<file path="config.mk">
export PLATFORM = sky130hd
export DESIGN_NAME = multicycle_seq
export DESIGN_NICKNAME = d
export VERILOG_FILES = /design/src/rtl/multicycle_seq.sv
export SDC_FILE = /design/constraint.sdc
export NUM_CORES = 1
export LEC_CHECK = 0
export ABC_AREA = 0
export CELL_PAD_IN_SITES_DETAIL_PLACEMENT = 0
export CELL_PAD_IN_SITES_GLOBAL_PLACEMENT = 1
export CORE_AREA = 2 2 64 66
export DETAILED_ROUTE_END_ITERATION = 7
export DIE_AREA = 0 0 66 68
export HOLD_SLACK_MARGIN = 0.06
export PLACE_DENSITY_LB_ADDON = 0.1
export SLEW_MARGIN = 0
export SYNTH_ARGS = -nofsm -noshare
export SYNTH_HDL_FRONTEND = slang
export SYNTH_SLANG_ARGS = --single-unit
</file>
<file path="constraint.sdc">
create_clock -name clock -period 5.1 [get_ports clock]
set_input_delay 0.51 -clock clock [delete_from_list [all_inputs] [get_ports clock]]
set_output_delay 0.51 -clock clock [all_outputs]
set_load 0.1 [all_outputs]
</file>
<file path="src/rtl/multicycle_seq.sv">
// multicycle_seq: multi-cycle instruction sequencer (FETCH/DECODE/EXEC/MEM/WB)
// with a bounded memory-wait counter that aborts stalled accesses.
//
// Parameters:
//   MEM_WAIT_MAX  cycles (1..255) a FETCH or MEM access may wait for mem_ready
//
// Ports:
//   clock, reset            rising-edge clock, asynchronous active-high reset
//   Opcode, Function_opcode instruction[31:26] / [5:0], valid from DECODE on
//   Zero                    ALU zero flag (used in EXEC)
//   mem_ready               memory completes the current access this cycle
//   PCWrite, PCSrc          PC update enable / source (00 +4, 01 br, 10 j, 11 jr)
//   IRWrite                 instruction register load
//   MemRead, MemWrite       memory requests
//   RegWrite                register file write enable
//   state                   current state (0 FETCH .. 4 WB)
//   instr_done              one-cycle retire pulse
//   err                     one-cycle pulse on illegal opcode or memory timeout
//
// Optional feature (macro SEQ_PERF_CNT_EN):
//   cycle_count, instr_count  32-bit wrapping clock / retire counters
module multicycle_seq #(
  parameter int unsigned MEM_WAIT_MAX = 15
) (
  input  logic       clock,
  input  logic       reset,
  input  logic [5:0] Opcode,
  input  logic [5:0] Function_opcode,
  input  logic       Zero,
  input  logic       mem_ready,
  output logic       PCWrite,
  output logic [1:0] PCSrc,
  output logic       IRWrite,
  output logic       MemRead,
  output logic       MemWrite,
  output logic       RegWrite,
  output logic [2:0] state,
  output logic       instr_done,
  output logic       err
`ifdef SEQ_PERF_CNT_EN
  ,
  output logic [31:0] cycle_count,
  output logic [31:0] instr_count
`endif
);

  typedef enum logic [2:0] {
    FETCH  = 3'd0,
    DECODE = 3'd1,
    EXEC   = 3'd2,
    MEM    = 3'd3,
    WB     = 3'd4
  } state_t;

  localparam logic [5:0] OP_RTYPE = 6'b000000;
  localparam logic [5:0] OP_J     = 6'b000010;
  localparam logic [5:0] OP_JAL   = 6'b000011;
  localparam logic [5:0] OP_BEQ   = 6'b000100;
  localparam logic [5:0] OP_BNE   = 6'b000101;
  localparam logic [5:0] OP_LW    = 6'b100011;
  localparam logic [5:0] OP_SW    = 6'b101011;
  localparam logic [5:0] FN_JR    = 6'b001000;

  localparam logic [7:0] WAIT_LIMIT = 8'(MEM_WAIT_MAX);

  state_t     cur, nxt;
  logic [7:0] wait_cnt;
  logic [5:0] op_q, fn_q;
  logic [5:0] op_cur, fn_cur;
  logic       wait_last;
  logic       timeout;

  // DECODE decides on the live instruction fields; every later state uses
  // the copies captured at the end of DECODE.
  assign op_cur = (cur == DECODE) ? Opcode : op_q;
  assign fn_cur = (cur == DECODE) ? Function_opcode : fn_q;

  // This waiting cycle is the MEM_WAIT_MAX-th one: abort unless memory answers.
  assign wait_last = !mem_ready && (wait_cnt == WAIT_LIMIT - 8'd1);

  assign state = cur;

  always_comb begin
    nxt        = cur;
    timeout    = 1'b0;
    PCWrite    = 1'b0;
    PCSrc      = 2'b00;
    IRWrite    = 1'b0;
    MemRead    = 1'b0;
    MemWrite   = 1'b0;
    RegWrite   = 1'b0;
    instr_done = 1'b0;
    err        = 1'b0;
    if (reset) begin
      // state is held at FETCH; suppress everything except its read request
      MemRead = 1'b1;
    end else begin
      unique case (cur)
        FETCH: begin
          MemRead = 1'b1;
          if (mem_ready) begin
            IRWrite = 1'b1;
            PCWrite = 1'b1;
            nxt     = DECODE;
          end else if (wait_last) begin
            err     = 1'b1;
            timeout = 1'b1;
            nxt     = FETCH;
          end
        end
        DECODE: begin
          unique case (op_cur)
            OP_J: begin
              PCWrite    = 1'b1;
              PCSrc      = 2'b10;
              instr_done = 1'b1;
              nxt        = FETCH;
            end
            OP_JAL: begin
              PCWrite    = 1'b1;
              PCSrc      = 2'b10;
              RegWrite   = 1'b1;
              instr_done = 1'b1;
              nxt        = FETCH;
            end
            OP_RTYPE: begin
              if (fn_cur == FN_JR) begin
                PCWrite    = 1'b1;
                PCSrc      = 2'b11;
                instr_done = 1'b1;
                nxt        = FETCH;
              end else begin
                nxt = EXEC;
              end
            end
            OP_BEQ, OP_BNE, OP_LW, OP_SW: nxt = EXEC;
            default: begin
              if (op_cur[5:3] == 3'b001) begin
                nxt = EXEC;
              end else begin
                err = 1'b1;
                nxt = FETCH;
              end
            end
          endcase
        end
        EXEC: begin
          unique case (op_cur)
            OP_BEQ: begin
              PCWrite    = Zero;
              PCSrc      = 2'b01;
              instr_done = 1'b1;
              nxt        = FETCH;
            end
            OP_BNE: begin
              PCWrite    = !Zero;
              PCSrc      = 2'b01;
              instr_done = 1'b1;
              nxt        = FETCH;
            end
            OP_LW, OP_SW: nxt = MEM;
            default:      nxt = WB;
          endcase
        end
        MEM: begin
          if (op_cur == OP_LW) begin
            MemRead = 1'b1;
          end else begin
            MemWrite = 1'b1;
          end
          if (mem_ready) begin
            if (op_cur == OP_LW) begin
              nxt = WB;
            end else begin
              instr_done = 1'b1;
              nxt        = FETCH;
            end
          end else if (wait_last) begin
            err     = 1'b1;
            timeout = 1'b1;
            nxt     = FETCH;
          end
        end
        WB: begin
          RegWrite   = 1'b1;
          instr_done = 1'b1;
          nxt        = FETCH;
        end
        default: nxt = FETCH;
      endcase
    end
  end

  always_ff @(posedge clock or posedge reset) begin
    if (reset) begin
      cur      <= FETCH;
      wait_cnt <= '0;
      op_q     <= '0;
      fn_q     <= '0;
    end else begin
      cur <= nxt;
      if (cur == DECODE) begin
        op_q <= Opcode;
        fn_q <= Function_opcode;
      end
      // Every state change (and a timeout re-entering FETCH) starts a fresh
      // count, so the counter is zero on entry to FETCH and MEM.
      if (timeout || (nxt != cur)) begin
        wait_cnt <= '0;
      end else if (((cur == FETCH) || (cur == MEM)) && !mem_ready) begin
        wait_cnt <= wait_cnt + 8'd1;
      end
    end
  end

`ifdef SEQ_PERF_CNT_EN
  always_ff @(posedge clock or posedge reset) begin
    if (reset) begin
      cycle_count <= '0;
      instr_count <= '0;
    end else begin
      cycle_count <= cycle_count + 32'd1;
      if (instr_done) begin
        instr_count <= instr_count + 32'd1;
      end
    end
  end
`endif

endmodule

</file>
==> results.json <==
{
  "slew_headroom": 0.350,
  "gr-usage-all-layers": 0.170,
  "cts_max_path_buffers": 2,
  "gr-total-overflow": 0,
  "syn_inst": 174,
  "vias_per_cell": 5.30,
  "io_buffer_count": 27,
  "die_h_um": 68,
  "min_period_ns": 4.01,
  "cp-end-kind": "primary output",
  "hold_violations": 0,
  "setup_viol": 0,
  "p_per_area_mw_per_mm2": 498,
  "regArea_um2": 576,
  "syn2layout_area_growth_pct": 23.4,
  "cts_resized": 0,
  "synth_area_mm2": 0.00150,
  "timing.max_cap.violations": 0,
  "synth.yosys.seq_area_share": 0.383,
  "cp_cell_sequence": "or3b_1, nor3b_1, o21a_1, a21oi_1, o21ai_0, clkdlybuf4s50_1",
  "reg2reg_from": "state[2]",
  "start_util": 0.389,
  "io_pins": 28,
  "first_pass_iters": 4,
  "critical_path_class": "flop to primary output",
  "synth_top_cell_by_area": "dfrtp_1",
  "synth_area_leaders": "dfrtp_1 38%, nand2_1 8.0%, nor2_1 5.0%, mux2_2 3.8%, xor2_1 3.5%",
  "cts_setup_buffers": 0,
  "clock-root-buffer": "clkbuf_8",
  "tightest_slew_ns": 0.971,
  "synthArstFlopShare": 1.00,
  "syn_area_per_cell_um2": 8.63,
  "yosys_warnings": 0,
  "n_fill_cell": 391,
  "layout_common_cells": "32 x nand2_1, 23 x dfrtp_1, 22 x clkdlybuf4s50_1",
  "finalMaxSlewViolations": 0,
  "crit_start": "state[2]",
  "cts_buffers": 3,
  "die_area_mm2": 0.00449,
  "clock_skew_ns": 0.00241,
  "clkSinkCount": 23,
  "post-route-period-util": 0.787,
  "fmax_mhz": 249,
  "synth_fa_ha_area_frac": 0.0167,
  "ys_ff_latch": 23,
  "ir_drop_v": 0.000193,
  "synth_edf_count": 0,
  "final_common_cell": "nand2_1",
  "synth_top_family_by_area": "simple AND/OR/NAND/NOR gates",
  "cts_tree": "done",
  "multi_input_area_um2": 878,
  "yosys.area_share.xor_xnor": 0.0467,
  "hold_start": "fn_q[1]",
  "routedWlPerCell_um": 14.0,
  "synth_mux_area_frac": 0.0375,
  "leakage_nw": 0.794,
  "grt_pass1_vias": 1246,
  "grt_pass1_wl_um": 5880,
  "core-area_mm2": 0.00386,
  "routabilityCongestion": 0.796,
  "row_count": 23,
  "clk_pin_slew_ns": 0.08,
  "yosys_most_used_dff": "dfrtp_1",
  "antenna_cells": 0,
  "status": "complete, no violations",
  "p_total_mw": 0.923,
  "antenna_found_initial": 0,
  "path_max_fanout": 17,
  "hpwl_um": 2520,
  "drive_above_1_share": 0.120,
  "yosys.area_share.simple": 0.331,
  "grt_max_degree": 25,
  "drc": 0,
  "synth_top_area_frac": 0.383,
  "worstPathBufferInverterCount": 1,
  "grt_setup_unrepaired": "no",
  "detail-route-antenna-nets": 0,
  "drtIter0Drc": 77,
  "synth.distinct_cells": 48,
  "hp-class": "flop to flop",
  "final_nets": 219,
  "ctsHtreeMaxLevel": 1,
  "cp-start-kind": "flop",
  "fp.dieW_um": 66,
  "clk_latency_ns": 0.26,
  "arrival_ns": 3.50,
  "critPathMaxStageDelay_ns": 1.16,
  "wl_um": 3510,
  "dr_total_vias": 1326,
  "critPathRequiredTime_ns": 4.59,
  "synth_fp_nets": 192,
  "cp_slowest_cell": "clkdlybuf4s50_1",
  "setup_tns_ns": 0,
  "cts-hold-fix-buffers": 0,
  "crit_family": "buffers and inverters",
  "synth-compound-area-share": 0.153
}
==> metrics by stage <==
| stage | hold slack [ns] | utilization | worst slack [ns] | cell area (um2) | instances |
|---|---|---|---|---|---|
| global placement | 0.457 | 0.469 | 1.27 | 1810 | 246 |
| floorplan | 0.445 | - | 0.247 | 1500 | 174 |
| CTS | 0.483 | 0.481 | 1.07 | 1850 | 250 |
| global route | 0.514 | 0.481 | 0.868 | 1850 | 250 |
| detailed placement | 0.463 | 0.469 | 1.22 | 1810 | 246 |
| finish | 0.483 | 0.481 | 1.09 | 1850 | 250 |
==> path summary, 6_finish.rpt <==
path / endpoint / slack [ns] / depth (start not counted)
max in group asynchronous: wait_cnt[7] / 3.96 / 3
worst min register to register: fn_q[1] / 0.48 / 2
worst max register to register: state[2] / 2.73 / 5
worst min-delay path: fn_q[1] / 0.48 / 2
worst max-delay path: MemRead / 1.09 / 6
min in group asynchronous: state[2] / 0.91 / 3
==> cell usage after synthesis (4+ instances only) <==
| master | instances |
|---|---|
| nand3_1 | 4 |
| mux2_2 | 5 |
| dfrtp_1 | 23 |
| a21oi_1 | 7 |
| xor2_1 | 6 |
| inv_1 | 5 |
| nor3_1 | 4 |
| clkbuf_1 | 5 |
| o21ai_0 | 5 |
| nor2_1 | 20 |
| nand4_1 | 5 |
| nand2_1 | 32 |
==> tightest hold or removal path, cell delays in order (launching register included) <==
cell and delay (ns):
dfrtp_1 0.34, nand2_1 0.05, nand2_1 0.06
==> layout make-up <==
| class | instances | share of cell area |
|---|---|---|
| multi-input cells | 139 | 0.474 |
| flip-flops and latches | 23 | 0.311 |
| repair buffers | 29 | 0.147 |
| well taps | 50 | 0.0338 |
| clock buffers | 4 | 0.0243 |
| inverters | 5 | 0.0101 |
==> state kept, by name (all words and copies together), names as in the netlist <==
| name | flops |
|---|---|
| fn_q | 6 |
| op_q | 6 |
| state | 3 |
| wait_cnt | 8 |
==> metal layers <==
layer / up-vias / part of all wire / GRT usage
met5: - / 0 / 0
met4: 0 / 0.012 / 0.0459
met3: 5 / 0.042 / 0.0247
met2: 33 / 0.45 / 0.275
met1: 610 / 0.50 / 0.238
li1: 678 / - / -
==> report_power, final <==
group | switching (mW) | internal (mW)
logic | 0.322 | 0.167
clock network | 0.0578 | 0.0558
registers | 0.0752 | 0.246
==> cell families (layout without fill, tap and decap cells) <==
logic type	after synthesis	after routing
AND/OR/NAND/NOR	93	93
AO/OA/AOI/OAI	31	31
flip-flops	23	23
buffers and inverters	12	38
XOR/XNOR	8	8
multiplexers	5	5
adder cells (fa/ha/maj)	2	2
No activity file was read; power rests on OpenSTA's default activity.
